===== config.mk =====
export PLATFORM = sky130hd
export DESIGN_NAME = vga_timing_gen
export DESIGN_NICKNAME = d
export VERILOG_FILES = /design/src/rtl/vga_timing_gen.sv
export SDC_FILE = /design/constraint.sdc
export NUM_CORES = 1
export LEC_CHECK = 0
export ABC_AREA = 1
export CAP_MARGIN = 25
export CORE_MARGIN = 3
export CORE_UTILIZATION = 51
export DETAILED_ROUTE_END_ITERATION = 7
export HOLD_SLACK_MARGIN = 0.15
export PLACE_DENSITY_LB_ADDON = 0.12
export SLEW_MARGIN = 40
export SYNTH_ARGS = -nofsm -noshare
export SYNTH_HDL_FRONTEND = slang
export SYNTH_SLANG_ARGS = --single-unit

===== constraint.sdc =====
create_clock -name clk -period 1.72 [get_ports clk]
set_input_delay 0.344 -clock clk [delete_from_list [all_inputs] [get_ports clk]]
set_output_delay 0.344 -clock clk [all_outputs]
set_load 0.02 [all_outputs]

===== src/rtl/vga_timing_gen.sv =====
// vga_timing_gen: VGA raster timing generator (640x480@60 Hz by default).
// A clock divider produces the pixel rate. Horizontal and vertical counters
// step on each pixel tick. Sync, blanking and frame markers are decoded
// combinationally from the registered counters, so they match the counters
// in the same cycle.
// Optional feature: define VGA_FRAME_CNT_EN to add an 8-bit frame_count output.
module vga_timing_gen #(
   parameter int CLK_DIV   = 2,
   parameter int H_VISIBLE = 640,
   parameter int H_FRONT   = 16,
   parameter int H_SYNC    = 96,
   parameter int H_BACK    = 48,
   parameter int V_VISIBLE = 480,
   parameter int V_FRONT   = 10,
   parameter int V_SYNC    = 2,
   parameter int V_BACK    = 33
) (
   input  logic       clk,
   input  logic       reset,
   output logic [9:0] horizontal,
   output logic [9:0] vertical,
   output logic       hsync,
   output logic       vsync,
   output logic       video_on,
   output logic       pixel_tick,
   output logic       frame_start
`ifdef VGA_FRAME_CNT_EN
   ,
   output logic [7:0] frame_count
`endif
);

   localparam int H_TOTAL = H_VISIBLE + H_FRONT + H_SYNC + H_BACK;
   localparam int V_TOTAL = V_VISIBLE + V_FRONT + V_SYNC + V_BACK;

   // Wrap points of the counters.
   localparam logic [9:0] H_LAST   = 10'(H_TOTAL - 1);
   localparam logic [9:0] V_LAST   = 10'(V_TOTAL - 1);
   localparam logic [3:0] DIV_LAST = 4'(CLK_DIV - 1);

   // Decode boundaries are 11 bits wide, so an end point equal to 1024 still compares correctly.
   localparam logic [10:0] H_VIS_END  = 11'(H_VISIBLE);
   localparam logic [10:0] HS_START   = 11'(H_VISIBLE + H_FRONT);
   localparam logic [10:0] HS_END     = 11'(H_VISIBLE + H_FRONT + H_SYNC);
   localparam logic [10:0] V_VIS_END  = 11'(V_VISIBLE);
   localparam logic [10:0] VS_START   = 11'(V_VISIBLE + V_FRONT);
   localparam logic [10:0] VS_END     = 11'(V_VISIBLE + V_FRONT + V_SYNC);

   // Elaboration-time guard on the geometry and divider range.
   if (H_TOTAL > 1024 || V_TOTAL > 1024) begin : g_total_check
      $error("vga_timing_gen: H_TOTAL and V_TOTAL must not exceed 1024");
   end
   if (CLK_DIV < 1 || CLK_DIV > 16) begin : g_div_check
      $error("vga_timing_gen: CLK_DIV must be in 1..16");
   end

   logic [3:0]  div;
   logic [10:0] h_ext;
   logic [10:0] v_ext;
   logic        line_end;

   assign h_ext    = {1'b0, horizontal};
   assign v_ext    = {1'b0, vertical};
   assign line_end = (horizontal == H_LAST);

   // Pixel-rate strobe, decoded from the divider register.
   assign pixel_tick = (div == DIV_LAST);

   // Divider: counts system clocks within one pixel period.
   always_ff @(posedge clk) begin
      if (reset) begin
         div <= '0;
      end else if (div == DIV_LAST) begin
         div <= '0;
      end else begin
         div <= div + 4'd1;
      end
   end

   // Raster counters: advance on a pixel tick. The vertical counter steps at the end of each line.
   always_ff @(posedge clk) begin
      if (reset) begin
         horizontal <= '0;
         vertical   <= '0;
      end else if (pixel_tick) begin
         if (line_end) begin
            horizontal <= '0;
            if (vertical == V_LAST) begin
               vertical <= '0;
            end else begin
               vertical <= vertical + 10'd1;
            end
         end else begin
            horizontal <= horizontal + 10'd1;
         end
      end
   end

   // Sync pulses are active low inside their windows.
   assign hsync       = !((h_ext >= HS_START) && (h_ext < HS_END));
   assign vsync       = !((v_ext >= VS_START) && (v_ext < VS_END));
   assign video_on    = (h_ext < H_VIS_END) && (v_ext < V_VIS_END);
   assign frame_start = pixel_tick && line_end && (vertical == V_LAST);

`ifdef VGA_FRAME_CNT_EN
   // Frame counter: counts completed frames and wraps naturally at 8 bits.
   always_ff @(posedge clk) begin
      if (reset) begin
         frame_count <= '0;
      end else if (frame_start) begin
         frame_count <= frame_count + 8'd1;
      end
   end
`endif

endmodule

# Word-level counts from Yosys, hierarchy flattened
# Cells that the tools add are included.
# word_totals
out_inout_bits,25
in_bits,2
elab_cells,26
regBits,24
# classes
n_addsub,3
n_lt_le_gt_ge,6
n_reduce_logical,9
muxes,2
eq_ne,3
# ops
cell,count
$add 10x1->10 const B,2
$eq 10x10->1 const B,2
$lt 10x10->1 const B,2
$lt 10x9->1 const B,2
$mux 10,2
$ge 10x10->1 const B,1
$ge 10x9->1 const B,1
$logic_and 1x1->1,5
$add 4x1->4 const B,1
$eq 4x1->1 const B,1
$logic_not 1->1,2
$reduce_and 2->1,1
$reduce_or 2->1,1

# Logic depth before layout (Yosys ltp)
# logic_depth
depth_word,3
depth_mapped,10
ltp_nobuf,10

# Worst setup path after synthesis
# OpenSTA, ideal clock, no wires.
# synth_timing
kind,register to output
start,register horizontal[1]
end,output port frame_start
required_time_ns,1.376
stages_incl_launch_ff,4
slack_ns,-0.154
arrival_ns,1.530
n_path_buf,0
path_cell_list,dfxtp_1 -> ha_1 -> nand3_1 -> nor4_1
# synth_via
elab_chain_cells,3
# synth_lines
item,line_no,text
from (decl),20,"output logic [9:0] horizontal,"
from (signal assigned),94,horizontal <= horizontal + 10'd1;
$eq 10x10->1,64,assign line_end = (horizontal == H_LAST);
$logic_and 1x1->1 (2 in series),103,assign frame_start = pixel_tick && line_end && (vertical == V_LAST);
to (decl),26,output logic frame_start
# No other way between the ends.

# Worst setup path after layout
# layout_timing
start,register vertical[0]
end,output port frame_start
# layout_via
elab_chain_cells,2
# layout_lines
item,line_no,text
from (decl),21,"output logic [9:0] vertical,"
from (signal assigned),91,vertical <= vertical + 10'd1;
$eq 10x10->1,103,
$logic_and 1x1->1,103,
# No other way between the ends.

==> flow_summary.ini <==
[run_status]
status = complete, but fails checks
violations = negative setup slack

[sta]
hold_viol_final = 0
fin_ws_ns = -0.171
post-route-period-util = 1.10
period_needed_ns = 1.89
setup-tns-final_ns = -0.218
fmax_mhz = 529
relSlewSlack = 0.799
rsz0062_at_grt = yes
slew_violations = 0
clock_skew_ns = 0.00384
setup_viol = 3
worst_pin_slew_ns = 0.300

[clocking]
cts_tree = yes
cts_hold_buf = 0
clockBufferDepth = 2
htreeDepth = 1
insertion_delay_ns = 0.32
cts_sinks = 24
clk_pin_slew_ns = 0.14
cts-root-buf = clkbuf_4
numCtsBuffers = 3

[global_route]
grt_max_degree = 14
antenna_found_initial = 0
grt_pass1_wl_um = 6690
groute.usage.overall = 0.247
grt_pass1_vias = 1545
overflow = 0

[placed_design]
postPlaceCellArea_mm2 = 0.00209
dp_cells = 317
gp_congestion = 0.900
dpl.hpwl_um = 2970
io_buffers = 26

[synth]
avgSynthCellArea_um2 = 6.69
syn_inst = 216
ys_types = 29
ys_async_sr_fraction = 0
syn_area_mm2 = 0.00145
ys_ff_latch = 24
yosysWarnings = 0
synth_edf_count = 0
ys_seq_area_frac = 0.332
syn-num-nets = 225
synth_top_flop_cell = dfxtp_1

[die]
die-area_mm2 = 0.00351
die_height_um = 59.2
core_mm2 = 0.00259
rows = 18
ios = 27
start_util = 0.558
fp.dieW_um = 59.2

[setup_path]
end_kind = output pin
r2r_slack_ns = 0.07
reg2regPathDepth = 11
reg2reg_from = div[1]
critPathLaunchType = register
worstSetupPathType = register to output pin
r2r_end = horizontal[9]
cp_max_fo = 2
cp_data_arrival_time_ns = 1.55
cp_data_required_time_ns = 1.38

[power]
p_int_mw = 0.804
p_seq_frac = 0.518
totalPowerFinal_mw = 1.12
ir_worst_vdd_mv = 0.657
clkPwrFrac = 0.281
p_switching_mw = 0.314
power_density_mw_per_mm2 = 496
swShare = 0.281
static-leakage-power_nw = 1.13
p_comb_frac = 0.201

[run]
cap_violations = 0

[hold_path]
whs_path_depth = 2
hold_path_end = vertical[1]
worstHoldStart = vertical[1]
hp-class = register to register

[layout]
finalNetCount = 307
fillCellCount = 156
area_growth_pct = 56.0
layout-drive-gt1-share = 0.320
final_cell_area_mm2 = 0.00225
final_common_cell = buf_4
n_antenna_cell = 0
final_cell_mix = buf_4 (55), nand2_1 (53), nor2_1 (35)
final_cells = 327
utilization = 0.871

[detailed_routing]
drtIter0Drc = 186
drcViolationCount = 0
via_per_inst = 5.45
finalWirelength_um = 4600
via_count = 1783
wl_per_cell_um = 14.1
first_pass_iters = 5
postRouteAntennaNets = 0
-- critical path, cell delays in order (launching register included) --
cell and delay (ns):
dfxtp_2 0.35, inv_2 0.06, ha_1 0.18, nand2_1 0.08, nor2_2 0.10, nand2_1 0.07
nor4_2 0.18, buf_4 0.20
-- synthesized netlist by cell type (all sizes together) (3+ instances only) --
| cell type | instances | area [µm²] |
|---|---|---|
| nand4 | 7 | 43.8 |
| a21oi | 9 | 45.0 |
| ha | 7 | 87.6 |
| nand2 | 57 | 231 |
| nor4 | 3 | 18.8 |
| nand3 | 16 | 90.1 |
| dfxtp | 24 | 480 |
| nor2 | 40 | 184 |
| nor3 | 7 | 35.0 |
| inv | 28 | 105 |
| o21ai | 5 | 25.0 |
-- through the flow --
| stage | hold slack, ns | setup slack (ns) |
|---|---|---|
| after detailed placement | 0.501 | -0.230 |
| after global routing | 0.528 | -0.244 |
| after floorplan | 0.413 | 0.0376 |
| after global placement | 0.495 | -0.214 |
| after CTS | 0.520 | -0.148 |
| final | 0.523 | -0.171 |
-- registers in the layout, indices dropped and copies added, names as in the netlist --
name,cells
vertical,10
div,4
horizontal,10
-- worst max-delay path by stage --
stage,slack (ns),cells past startpoint,from,end
floorplan,0.04,3,horizontal[8],video_on
global placement,-0.21,7,vertical[0],frame_start
detailed placement,-0.23,7,vertical[0],frame_start
CTS,-0.15,7,vertical[0],frame_start
global route,-0.24,7,vertical[0],frame_start
finish,-0.17,7,vertical[0],frame_start
-- layout make-up --
cell class              instances  area, µm²  area share
multi-input cells             162        933       0.414
well taps                      30       37.5      0.0166
repair buffers                 79        646       0.286
flip-flops and latches         24        497       0.220
inverters                      28        105      0.0466
clock buffers                   4       36.3      0.0161
-- kinds of logic (layout without fill, tap and decap cells) --
| logic type | count (synthesis) | after routing | share of synthesized area |
|---|---|---|---|
| compound gates | 19 | 19 | 0.0745 |
| xor+xnor | 3 | 3 | 0.0182 |
| flops | 24 | 24 | 0.332 |
| fa+ha+maj | 7 | 7 | 0.0606 |
| buf+inv | 30 | 111 | 0.0814 |
| simple gates | 133 | 133 | 0.433 |
-- routing by layer --
layer / wire [µm] / global-route usage / up-vias
met3: 388 / 0.0240 / 16
met5: 0 / 0 / -
met4: 97 / 0.0809 / 0
met2: 2280 / 0.412 / 101
met1: 1830 / 0.331 / 796
li1: - / - / 870
-- power groups by stage --
stage	logic, mW	registers, mW	clock network (mW)
3_3_place_gp	0.174	0.590	0
4_1_cts	0.184	0.582	0.312
5_1_grt	0.242	0.581	0.328
6_report	0.225	0.579	0.314
3_5_place_dp	0.179	0.591	0
2_1_floorplan	0.0851	0.602	0
-- what timing repair did --
action,4_1_cts,5_1_grt
gates cloned,0,0
buffers inserted,0,6
pin swaps,0,6
resized for setup,54,24
endpoints found under the setup margin,30,14
Note: power is estimated with default switching activity, not from simulation.
